File: src/rtl/core_mem_port.sv
// core_mem_port: per-core requester that turns one load/store into the shared-RAM arbiter handshake.
// Optional grant-wait timeout is enabled by defining CORE_MEM_PORT_TIMEOUT_EN.
module core_mem_port #(
    parameter int ADDR_W  = 8,
    parameter int DATA_W  = 8,
    parameter int RAM_LAT = 3,
    parameter int TIMEOUT = 255
) (
    input  logic              clk,
    input  logic              rstn,
    input  logic              req,
    input  logic              we,
    input  logic [ADDR_W-1:0] addr,
    input  logic [DATA_W-1:0] wdata,
    output logic              busy,
    output logic              done,
    output logic [DATA_W-1:0] rdata,
    output logic              err,
    output logic              mem_rden,
    output logic              mem_wren,
    output logic [ADDR_W-1:0] mem_addr,
    output logic [DATA_W-1:0] mem_din,
    input  logic              mem_acq,
    input  logic [DATA_W-1:0] mem_dq
);

`ifdef CORE_MEM_PORT_TIMEOUT_EN
    localparam bit TO_EN = 1'b1;
`else
    localparam bit TO_EN = 1'b0;
`endif

    localparam logic [3:0] LAT_LAST = 4'(RAM_LAT - 1);
    localparam logic [7:0] TO_LAST  = 8'(TIMEOUT - 1);

    typedef enum logic [2:0] {
        IDLE,
        REQ,
        ACCESS,
        RELEASE,
        DONE
    } state_t;

    state_t      state;
    state_t      state_next;
    logic        we_q;
    logic [3:0]  lat_cnt;
    logic [7:0]  to_cnt;
    logic        to_hit;
    logic        lat_hit;

    assign to_hit  = TO_EN && (to_cnt == TO_LAST);
    assign lat_hit = (lat_cnt == LAT_LAST);

    // Strobes are decoded from state so an async reset removes them immediately.
    assign busy     = (state != IDLE);
    assign done     = (state == DONE);
    assign mem_rden = ((state == REQ) || (state == ACCESS)) && !we_q;
    assign mem_wren = ((state == REQ) || (state == ACCESS)) && we_q;

    always_comb begin
        state_next = state;
        case (state)
            IDLE:    if (req) state_next = REQ;
            REQ: begin
                if (mem_acq)     state_next = ACCESS;
                else if (to_hit) state_next = RELEASE;
            end
            ACCESS:  if (!mem_acq || lat_hit) state_next = RELEASE;
            RELEASE: if (!mem_acq) state_next = DONE;
            DONE:    state_next = IDLE;
            default: state_next = IDLE;
        endcase
    end

    always_ff @(posedge clk or negedge rstn) begin
        if (!rstn) begin
            state    <= IDLE;
            we_q     <= 1'b0;
            lat_cnt  <= 4'd0;
            to_cnt   <= 8'd0;
            err      <= 1'b0;
            mem_addr <= '0;
            mem_din  <= '0;
            rdata    <= '0;
        end else begin
            state <= state_next;
            case (state)
                IDLE: begin
                    if (req) begin
                        we_q     <= we;
                        mem_addr <= addr;
                        mem_din  <= wdata;
                        err      <= 1'b0;
                        to_cnt   <= 8'd0;
                    end
                end
                REQ: begin
                    lat_cnt <= 4'd0;
                    to_cnt  <= to_cnt + 8'd1;
                    if (!mem_acq && to_hit) err <= 1'b1;
                end
                ACCESS: begin
                    // A dropped grant abandons the access without touching rdata.
                    if (mem_acq) begin
                        if (lat_hit) begin
                            if (!we_q) rdata <= mem_dq;
                        end else begin
                            lat_cnt <= lat_cnt + 4'd1;
                        end
                    end
                end
                default: ;
            endcase
        end
    end

endmodule

File: config.mk
export PLATFORM = sky130hd
export DESIGN_NAME = core_mem_port
export DESIGN_NICKNAME = d
export VERILOG_FILES = /design/src/rtl/core_mem_port.sv
export SDC_FILE = /design/constraint.sdc
export NUM_CORES = 1
export LEC_CHECK = 0
export ABC_AREA = 1
export ABC_CLOCK_PERIOD_IN_PS = 1400
export CORE_ASPECT_RATIO = 0.9
export CORE_UTILIZATION = 38
export CTS_CLUSTER_DIAMETER = 60
export DETAILED_ROUTE_END_ITERATION = 6
export PLACE_DENSITY = 0.86
export SLEW_MARGIN = 20
export SYNTH_ARGS = -nofsm -noshare
export SYNTH_HDL_FRONTEND = slang
export SYNTH_SLANG_ARGS = --single-unit
File: constraint.sdc
create_clock -name clk -period 1.4 [get_ports clk]
set_clock_uncertainty 0.15 [all_clocks]
set_input_delay 0.21 -clock clk [delete_from_list [all_inputs] [get_ports clk]]
set_output_delay 0.21 -clock clk [all_outputs]
set_load 0.03 [all_outputs]
==> results by stage <==
Clock tree:
- The CTS root buffer is clkbuf_8.
- The cts-stage hold buffer count is 0.
- Clock-pin slew was measured on the worst setup and hold paths at 0.07 ns.
- The number of H-tree levels is 2.
- TritonCTS built the clock tree.
- The clock reaches the later pin of the worst-skew pair after 0.28 ns.
- The number of clock buffers added by TritonCTS is 5.
- The longest clock path from root to sink contains 2 buffers.
- The CTS sink count is 32.

Placed design:
- The total of buffers placed on input and output ports is 56.
- The placed wire-length estimate after detailed placement is 2389 um.
- At the end of routability-driven placement, the weighted congestion stood at 0.8235.
- Prior to clock tree synthesis, the placed netlist has a worst setup slack of -0.1831 ns.
- Once placement finished, the instance area stood at 2225 um^2.

Worst setup path:
- The largest fanout of any net on the critical path is 3.
- The startpoint class of the critical path is a flip-flop.
- The worst setup path is of the reg -> out kind.
- The worst setup path is captured at an output pin.
- The required time at the worst-slack endpoint is around 1.0 ns.
- In this run the worst setup path begins at state[2].
- STA puts the critical path data arrival time at 1.39 ns.
- The startpoint of the most critical register-to-register path is state[2].

Floorplanning:
- The initial utilization of the core area, before any placement, comes to 41.36%.
- The floorplan has 20 rows.
- The overall die width is 67.09 um.
- The count of pins on the block boundary is 58.
- The area of the core is 3503 um^2.
- The floorplan step defined a die boundary enclosing 4064 um^2.
- The die height is 60.58 um.

Power:
- IR analysis of the VDD net gives a maximum drop of 0.001612 V.
- The power density over the cells is 2429 nW/um^2.
- The analysis attributes to cell leakage a power of 1.243 nW.

Routing:
- For this run, design rule violations remaining after detail routing come to 0.
- Dividing the detail-routed wire length by the instance count gives between 15 and 20 um.
- The overall via count from detail_route is 1309.
- The pre-antenna-repair detailed-routing pass consisted of 5 iterations.
- Dividing the detail-routed via count by the number of cells gives 4.813.
- The routed wire length is 4172 um.
- The number of antenna-violating nets in the routed design is 0.
- The initial DRC count is 31.

Synth:
- The cell count after synthesis came out at 136.
- Synthesis instantiated 23 different standard cells from the library.
- The mapped cell area is roughly 1400 um^2.
- Counting flops and latches in the post-synthesis netlist gives 32.
- Counting every net in the synthesized netlist gives roughly 170.
- After synthesis, the mean cell area works out to 10.65 um^2.
- Of the synthesized area, sequential elements account for 55.27%.
- The number of warnings printed during yosys synthesis is 0.

GRT:
- The via count of the first global-routing pass is 1270.
- The number of antenna violations at the first check in global routing is 0.
- The overall fraction of global-route tracks in use is between 10% and 20%.
- The wire length of the first global-routing pass is between 5000 and 6000 um.
- For this run the aggregate overflow at the end of global routing stands at 0.
- Entering global routing, the biggest net connects 33 pins.

Flow run:
- Max-cap violations in this run came to 0.

Run status:
- The run finished, with violations left.
- The final reports fail on negative setup slack.

STA:
- The setup violation total in the final timing report is 36.
- Setup repair after global routing could not meet its margin everywhere.
- The peak clock frequency supported by timing is 571.5 MHz.
- The time the worst path needs with I/O delays and setup is 1.750 ns.
- The ratio of final minimum period to clock period is 125.0%.
- The final critical-path setup slack is -0.3499 ns.
- The number of hold violations in the final report came to 0.
- The number of slew-limit violations in the final report is 0.

Finish:
- The net count of the finished layout is 258.
- Summing all non-filler instances in the final layout gives an area of roughly 2600 um^2.
- The core utilization of the finished layout is 73.14%.
- The share of post-route cells with drive strength above 1 is 49.56%.
- The filler cells instantiated in the layout total 231.
- Compared with the post-synthesis result, the final layout area differs by 76.86%.
- The count of inserted antenna diode cells is 0.

Worst hold path:
- In this run the worst hold path is classified as in -> async.
-- logic make-up after synthesis --
kind of cell | count (synthesis) | share of synthesized area (%)
compound gates | 15 | 5.181
xor+xnor | 1 | 0.6046
fa+ha+maj | 2 | 1.727
buf+inv | 20 | 6.045
flops | 32 | 55.27
mux | 16 | 14.51
other cells | 1 | 0.2588
simple gates | 49 | 16.41
-- area by class of cell --
cell class	count	area, um^2	area share, %
timing repair buffer	87	828.3	32.32
sequential	32	802.0	31.30
multi-input combinational	84	729.5	28.47
clock buffer	7	76.32	2.979
inverter	17	66.31	2.588
tap	44	55.05	2.148
clock inverter	1	5.005	0.1953
-- state kept, by name (all words and copies together) (netlist names) --
signal	cells
mem_addr	8
we_q	1
mem_din	8
lat_cnt	4
state	3
rdata	8
-- final timing paths --
| path | endpoint | slack [ns] | cells past startpoint |
|---|---|---|---|
| worst min-delay path | state[2] | 0.14 | 2 |
| worst max-delay path | mem_rden | -0.35 | 7 |
| worst min register to register | mem_din[3] | 0.36 | 1 |
| worst max register to register | lat_cnt[3] | -0.31 | 11 |
| min in group clk | rdata[1] | 0.31 | 3 |
| max in group asynchronous | state[0] | 0.78 | 2 |
-- critical path, stage by stage, from the launching register on --
cell,delay (ns)
dfrtp_1,0.42
buf_6,0.14
nor2_4,0.09
nand2_2,0.08
o21ai_2,0.07
inv_2,0.08
nor2_2,0.09
buf_6,0.14
-- cells in the mapped netlist --
master    instances  area (um^2)
a21oi_1           1        5.000
buf_2             1        5.000
buf_4             1        7.510
buf_6             1        11.26
conb_1            1        3.750
dfrtp_1          32        800.8
ha_1              2        25.02
inv_1            17        63.81
mux2_2            8        90.09
mux2_4            8        120.1
nand2_1          28        105.1
nand3_1           7        35.03
nand3_2           1        10.01
nand3_4           1        17.52
nand3b_1          1        7.510
nand4_1           1        6.260
nor2_1            6        22.52
nor2_2            1        6.260
nor2_4            2        22.52
nor3_1            1        5.000
o21ai_0          12        60.06
o21ai_1           2        10.01
xor2_1            1        8.760
-- what timing repair did --
item                                    in CTS  in global routing
setup buffers                               12                  4
resized for setup                           52                 72
endpoints found under the setup margin      57                 53
cloned                                       0                  1
pin swaps                                   10                  8
-- power by group --
part	leakage [nW]	total, mW	switching (mW)	internal [mW]
registers	0.402	1.61	0.273	1.34
logic	0.799	3.93	2.12	1.81
clock network	0.0422	0.682	0.333	0.349
-- cell usage in the layout, fill, tap and decap left out, drive strengths merged --
master / synthesis / layout
nand2: 28 / 28
nand4: 1 / 1
buf: 3 / 36
clkdlybuf4s15: 0 / 11
nor3: 1 / 1
nand3: 9 / 9
xor2: 1 / 1
inv: 17 / 17
clkinv: 0 / 1
mux2: 16 / 16
conb: 1 / 1
ha: 2 / 2
clkbuf: 0 / 18
dlygate4sd2: 0 / 1
clkdlybuf4s50: 0 / 28
dfrtp: 32 / 32
a21oi: 1 / 1
o21ai: 14 / 14
nand3b: 1 / 1
nor2: 9 / 9
-- layer usage --
metal,vias to the layer above,GRT usage (%),part of all wire (%)
li1,623,-,-
met1,624,22.09,38
met2,49,35.14,55
met3,13,5.263,4.7
met4,0,6.383,1.7
met5,-,0,0
-- metrics by stage --
step / hold WS [ns] / TNS, ns / cells / power (mW)
CTS: 0.1536 / -4.656 / 267 / 5.687
detailed placement: 0.3284 / -4.364 / 252 / 4.814
finish: 0.1441 / -8.521 / 272 / 6.225
global route: 0.1640 / -10.32 / 272 / 6.511
global placement: 0.3198 / -3.673 / 252 / 4.731
floorplan: -0.2356 / -0.8070 / 136 / 3.411
Note: power is estimated with default switching activity, not from simulation.
